## src/rtl/keyboard_move_control.sv

```systemverilog
// keyboard_move_control: decodes PS/2 arrow/space scan codes into cursor moves and
// screen clears, sequencing the drawing datapath and guarding the screen edges.
`timescale 1ns/1ps
module keyboard_move_control #(
  parameter int          X_MAX        = 159,
  parameter int          Y_MAX        = 119,
  parameter logic [2:0]  ERASE_COLOUR = 3'b000
) (
  input  logic       clock,
  input  logic       resetn,
  input  logic       key_valid,
  input  logic [7:0] key_byte,
  output logic       reset_from_controller,
  output logic       ldX,
  output logic       ldY,
  output logic       right,
  output logic       down,
  output logic       ldClr,
  output logic       control_colour_signal,
  output logic [2:0] control_colour,
  output logic       from_control,
  output logic [7:0] from_control_x,
  output logic [6:0] from_control_y,
  output logic       plot,
  output logic       busy
);
  typedef enum logic [2:0] {S_RSTDP, S_DRAW, S_IDLE, S_ERASE, S_STEP, S_CLEAR} state_t;
  localparam logic [7:0] XM = 8'(X_MAX);
  localparam logic [6:0] YM = 7'(Y_MAX);
  state_t     r_state, w_next;
  logic       r_ext, r_brk, r_axis_y, r_right, r_down;
  logic [7:0] r_px, r_cx;
  logic [6:0] r_py, r_cy;
  logic       w_code, w_up, w_down, w_left, w_right, w_clr, w_move, w_idle, w_clr_end;
  assign w_code    = key_valid && key_byte != 8'hE0 && key_byte != 8'hF0 && !r_brk;
  assign w_up      = w_code && r_ext && key_byte == 8'h75;
  assign w_down    = w_code && r_ext && key_byte == 8'h72;
  assign w_left    = w_code && r_ext && key_byte == 8'h6B;
  assign w_right   = w_code && r_ext && key_byte == 8'h74;
  assign w_clr     = w_code && !r_ext && key_byte == 8'h29;
  assign w_move    = (w_up && r_py != 7'd0) || (w_down && r_py != YM) ||
                     (w_left && r_px != 8'd0) || (w_right && r_px != XM);
  assign w_idle    = r_state == S_IDLE;
  assign w_clr_end = r_cx == XM && r_cy == YM;
  always_ff @(posedge clock or negedge resetn)
    if (!resetn) r_state <= S_RSTDP;
    else         r_state <= w_next;
  always_comb begin
    w_next = r_state;
    case (r_state)
      S_RSTDP: w_next = S_DRAW;
      S_DRAW:  w_next = S_IDLE;
      S_IDLE:  w_next = w_move ? S_ERASE : w_clr ? S_CLEAR : S_IDLE;
      S_ERASE: w_next = S_STEP;
      S_STEP:  w_next = S_DRAW;
      S_CLEAR: w_next = w_clr_end ? S_RSTDP : S_CLEAR;
      default: w_next = S_RSTDP;
    endcase
  end
  // Parser, latched direction, shadow position and clear counters
  always_ff @(posedge clock or negedge resetn)
    if (!resetn) begin
      r_ext    <= 1'b0;
      r_brk    <= 1'b0;
      r_axis_y <= 1'b0;
      r_right  <= 1'b0;
      r_down   <= 1'b0;
      r_px     <= '0;
      r_py     <= '0;
      r_cx     <= '0;
      r_cy     <= '0;
    end else begin
      if (key_valid) begin
        r_ext <= key_byte == 8'hE0 || (key_byte == 8'hF0 && r_ext);
        r_brk <= key_byte == 8'hF0 || (key_byte == 8'hE0 && r_brk);
      end
      if (w_idle && w_move) begin
        r_axis_y <= w_up || w_down;
        if (w_left || w_right) r_right <= w_right;
        else                   r_down  <= w_down;
      end
      if (r_state == S_RSTDP) begin
        r_px <= '0;
        r_py <= '0;
      end else if (r_state == S_STEP) begin
        if (r_axis_y) r_py <= r_down  ? r_py + 7'd1 : r_py - 7'd1;
        else          r_px <= r_right ? r_px + 8'd1 : r_px - 8'd1;
      end
      if (w_idle && w_clr) begin
        r_cx <= '0;
        r_cy <= '0;
      end else if (r_state == S_CLEAR) begin
        r_cx <= r_cx == XM ? 8'd0 : r_cx + 8'd1;
        r_cy <= r_cx == XM ? (w_clr_end ? 7'd0 : r_cy + 7'd1) : r_cy;
      end
    end
  always_comb begin
    reset_from_controller = r_state == S_RSTDP;
    ldClr                 = r_state == S_RSTDP;
    ldX                   = r_state == S_STEP && !r_axis_y;
    ldY                   = r_state == S_STEP && r_axis_y;
    right                 = r_right;
    down                  = r_down;
    control_colour_signal = r_state == S_ERASE || r_state == S_CLEAR;
    control_colour        = control_colour_signal ? ERASE_COLOUR : 3'b000;
    from_control          = r_state == S_CLEAR;
    from_control_x        = from_control ? r_cx : 8'd0;
    from_control_y        = from_control ? r_cy : 7'd0;
    plot                  = r_state == S_DRAW || r_state == S_ERASE || r_state == S_CLEAR;
    busy                  = !w_idle;
  end
endmodule

```

## config.mk

```make
export PLATFORM = sky130hd
export DESIGN_NAME = keyboard_move_control
export DESIGN_NICKNAME = d
export VERILOG_FILES = /design/src/rtl/keyboard_move_control.sv
export SDC_FILE = /design/constraint.sdc
export NUM_CORES = 1
export LEC_CHECK = 0
export ABC_CLOCK_PERIOD_IN_PS = 2100
export CAP_MARGIN = 40
export CORE_ASPECT_RATIO = 0.9
export CORE_MARGIN = 2
export CORE_UTILIZATION = 30
export CTS_BUF_LIST = sky130_fd_sc_hd__clkbuf_4 sky130_fd_sc_hd__clkbuf_8
export DETAILED_ROUTE_END_ITERATION = 12
export PLACE_DENSITY = 0.62
export SKIP_LAST_GASP = 1
export SYNTH_ARGS = -nofsm -noshare
export SYNTH_HDL_FRONTEND = slang
export SYNTH_SLANG_ARGS = --single-unit
```

## constraint.sdc

```tcl
create_clock -name clock -period 2.1 [get_ports clock]
set_input_delay 0.525 -clock clock [delete_from_list [all_inputs] [get_ports clock]]
set_output_delay 0.525 -clock clock [all_outputs]
set_load 0.02 [all_outputs]
```

# Yosys cells after proc, flatten, opt, wreduce, memory -nomap -nowiden
# Cells that the tools add are included.
[classes]
add_sub_neg = 6
n_eq_ne = 19
n_mux = 21
bitwise = 1
n_reduce_logical = 48
[op_table]
columns = ["cell", "n"]
rows = [
  ["8-bit two-way mux", 8],
  ["7-bit two-way mux", 9],
  ["8-bit by 7-bit == test with 1-bit output, second input constant", 4],
  ["8-bit == test, second input constant", 3],
  ["8-bit != test, second input constant", 3],
  ["1-bit logical AND", 21],
  ["8-bit by 1-bit adder with 8-bit output, second input constant", 2],
  ["3-bit case mux with 5 select lines", 1],
  ["7-bit by 1-bit adder with 7-bit output, second input constant", 2],
  ["1-bit logical OR", 10],
  ["2-bit AND reduction", 5],
  ["3-bit two-way mux", 3],
  ["8-bit by 6-bit == test with 1-bit output, second input constant", 1],
  ["2-bit nonzero test", 4],
  ["8-bit nonzero test", 1],
  ["8-bit by 1-bit subtractor with 8-bit output, second input constant", 1],
  ["7-bit == test, second input constant", 1],
  ["7-bit != test, second input constant", 1],
  ["7-bit nonzero test", 1],
  ["7-bit by 1-bit subtractor with 7-bit output, second input constant", 1],
  ["3-bit by 2-bit == test with 1-bit output, second input constant", 2],
  ["3-bit == test, second input constant", 2],
  ["1-bit zero test", 4],
  ["3-bit by 1-bit == test with 1-bit output, second input constant", 1],
  ["other kinds (4)", 4],
]
[totals]
register_bits = 38
in_bits = 11
elab_cells = 105

# Logic depth before layout (Yosys ltp)
[logic_depth]
word_depth = 12
depth_mapped = 9
depth_no_buf = 8

# Worst setup path before layout
# OpenSTA, ideal clock, no wires.
[synth_timing]
kind = "reg2reg"
from = "reg r_down, in the netlist down"
to = "reg r_py[6]"
setup_time_ns = 0.128
arrival_time_ns = 2.082
slack_ns = -0.110
stages_incl_launch_ff = 9
path_buffers = 0
synth_period_minus_slack_ns = 2.210
cell_sequence = "dfrtp_1 > inv_1 > fa_1 > a21o_1 > a21oi_1 > and4b_1 > a31oi_1 > a21bo_2 > a31oi_1"
[synth_via]
elab_chain_len = 4
[synth_rtl]
columns = ["element", "line", "source"]
rows = [
  ["start: declaration", "31", "logic r_ext, r_brk, r_axis_y, r_right, r_down;"],
  ["start signal: assignment", "80", "else r_down <= w_down;"],
  ["7-bit two-way mux (2 in a row)", "86", "if (r_axis_y) r_py <= r_down ? r_py + 7'd1 : r_py - 7'd1;"],
  ["7-bit two-way mux", "85", "end else if (r_state == S_STEP) begin"],
  ["7-bit two-way mux", "82", "if (r_state == S_RSTDP) begin"],
  ["end signal: assignment", "86", ""],
  ["end: declaration", "33", "logic [6:0] r_py, r_cy;"],
]
# No other way between the ends. The select of a mux whose other input is x is not followed.
# A chain may end at the register's enable or synchronous reset.

# Worst setup path after layout
[layout_timing]
from = "reg r_right, in the netlist right"
to = "out right"
[layout_rtl]
columns = ["element", "line", "source"]
rows = [
  ["start: declaration", "31", ""],
  ["start signal: assignment", "79", "if (w_left || w_right) r_right <= w_right;"],
  ["end: declaration", "16", "output logic right,"],
]
# No word-level cell between the ends.

==> metrics <==
met3 usage 2.69%; Post-Syn Area 2660 um2; syn_area_per_cell 9.09 um2; # clock sinks 38; DRC 0; fin. max-slew vios 0; Initial Util 31.0%; pin count of the biggest net entering global routing 22; # rows 32; fmax 0.489 GHz; total track usage 14.2%; Max Cap Viol 0; placed cells 473; Post-synth EDFFs 0; Distinct cells, synth 62; crit path launch type register; met1 Usage GRT 19.5%; Top Usage Layer GRT met2; Cells after Synth 292; post-route cell area 3530 um2; hold buffer count at CTS 0; clk_skew 0.00909 ns; synth warn 0; Pleak 1.66 nW; maximum clock path buffer count 2; die area 9620 um2; CP required 1.57 ns; mean routed wirelength per cell 13.1 um; CTS tree done; setup slack, reg-to-reg 0.09 ns; Placed Area 3370 um2; share of cells above drive strength 1 22.9%; H-tree Lvls 2; commonest non-fill, non-tap cell in the layout buf_4; Final Worst Setup Slack 0.0556 ns; Slew @ Worst Pin 0.596 ns; Crit path arrival time 1.52 ns; first-pass detailed-route iteration total 4; M2 GR Usage 23.2%; Total Wirelength 6350 um; Post-Layout Cell Count 486; Final Hold Viols 0; initial antenna violation count 0; sequential share of the synthesized area 35.8%; 1st-iter DRT viols 70; Rel. slew slack 60.0%; Critical Path Fanout Max 2; RR Startpoint right$_DFFE_PN0P_; first-pass GRT wire length 11000 um; run status finished clean; Synth Flop Type dfrtp_1; I/O pins 39; Tmin final 2.04 ns; r2r worst-path depth 8; Routed Antenna Nets 0; CP Capture Type output pin; # port buffers 35; Die W 103 um; Setup-failing EPs final 0; Inserted Diodes 0; vias in the first global route 2447; final net count 392; Die Ht 93.3 um; clock-pin slew on the worst setup and hold paths 0.09 ns; Skew-Pair Late Insertion Delay 0.30 ns; maximum vdd drop 345 uV; pwr dens 802 nW/um2; vias 2417; Area growth syn-to-layout 33.1%; GRT Residual Overflow 0; flops & latches, synth 38; fin util 41.2%; most frequent cells in the layout buf_4 (40), dfrtp_1 (35), a21oi_1 (24); WS Path Type register to output pin; RePlAce Congestion 0.800; RSZ-0062 raised after global routing true; fraction of registers with async set/reset 100%; Root Buffer clkbuf_8; Post-DP HPWL 4760 um; dpl ws -0.225 ns; core box area 8570 um2; Worst Hold Class primary input to async pin; Final Cycle Share 97.4%; Num CTS Buffers 5; drt via density 4.97; Reg2Reg Capture Point r_px[7]$_DFFE_PN0P_
[synthesized netlist by cell type, drive strengths merged (2+ instances only)]
library cell   n  share of area, %
buf            9               3.1
a21o           3              0.85
nor4           6               2.0
a31oi          5               1.2
nor2          23               3.3
xnor2          7               2.3
o21ai         12               2.3
and2b          3              0.94
a22o          10               3.3
inv           14               2.0
xor2           5               1.6
nand3         13               3.3
and3           6               1.5
and4           2              0.71
or3            6               1.4
nand2         22               3.1
o21bai         2              0.57
fa             2               1.5
nand4b         2              0.66
nand4          3              0.71
dfrtp         38                36
a211o          2              0.66
a32o           2              0.80
nor3          11               2.5
and4b          3               1.1
and2          16               3.8
o22ai          2              0.47
a21oi         26               4.9
nand2b         3              0.71
clkbuf         3              0.47
ha            13               6.1
[per-layer routing]
metal / wire length [um] / vias up
li1: - / 1209
met1: 3130 / 1147
met2: 2870 / 54
met3: 287 / 7
met4: 59 / 0
met5: 0 / -
[power breakdown]
group	switching, mW	internal [mW]	leakage, nW	total [mW]
combinational	0.625	0.488	1.16	1.11
clock	0.280	0.353	0.0504	0.634
sequential	0.220	0.868	0.450	1.09
[logic make-up after synthesis]
| logic type | share of synthesized area [%] |
|---|---|
| AO/OA/AOI/OAI | 18.6 |
| XOR/XNOR | 3.96 |
| adder cells (fa/ha/maj) | 7.63 |
| buffers and inverters | 5.56 |
| flip-flops | 35.8 |
| multiplexers | 0.377 |
| other | 0.141 |
| AND/OR/NAND/NOR | 27.9 |
[how the worst max path moves through the flow]
stage | from | to
2_1_floorplan | right$_DFFE_PN0P_ | r_px[6]$_DFFE_PN0P_
3_3_place_gp | key_byte[4] | down$_DFFE_PN0P_
3_5_place_dp | key_byte[4] | down$_DFFE_PN0P_
4_1_cts | r_state[1]$_DFF_PN0_ | from_control_x[2]
5_1_grt | right$_DFFE_PN0P_ | r_px[7]$_DFFE_PN0P_
6_report | right$_DFFE_PN0P_ | right
[worst max-delay path: stages (launching register included)]
cell and delay [ns]:
dfrtp_1 0.40, buf_4 0.13, buf_4 0.10, clkdlybuf4s50_1 0.60
[area by class of cell]
class                           count  area [um2]
Sequential cell                    38         955
Clock inverter                      3        45.0
Multi-Input combinational cell    230        1600
Inverter                           14        57.6
Fill cell                         892        5030
Clock buffer                        5        68.8
Timing Repair Buffer               77         658
Tap cell                          119         149
[flip-flops by register name (all words and copies together), names as in the netlist]
register	flops
r_cy	7
r_cx	8
r_state	3
r_px	8
right	1
r_axis_y	1
down	1
r_py	7
r_ext	1
r_brk	1
[through the flow]
step / TNS, ns / hold slack (ns) / power [mW]
2_1_floorplan: 0 / 0.229 / 1.80
3_3_place_gp: -3.42 / 0.507 / 2.24
3_5_place_dp: -4.13 / 0.514 / 2.27
4_1_cts: -0.266 / 0.187 / 2.85
5_1_grt: -0.0741 / 0.214 / 3.05
6_report: 0 / 0.179 / 2.83
[repair_timing]
action,CTS,global route
setup endpoints to repair,25,17
gates resized for setup,28,24
endpoints found under the hold margin,0,0
pin swaps,0,6
setup buffers,0,5
Note: power is estimated with default switching activity, not from simulation.
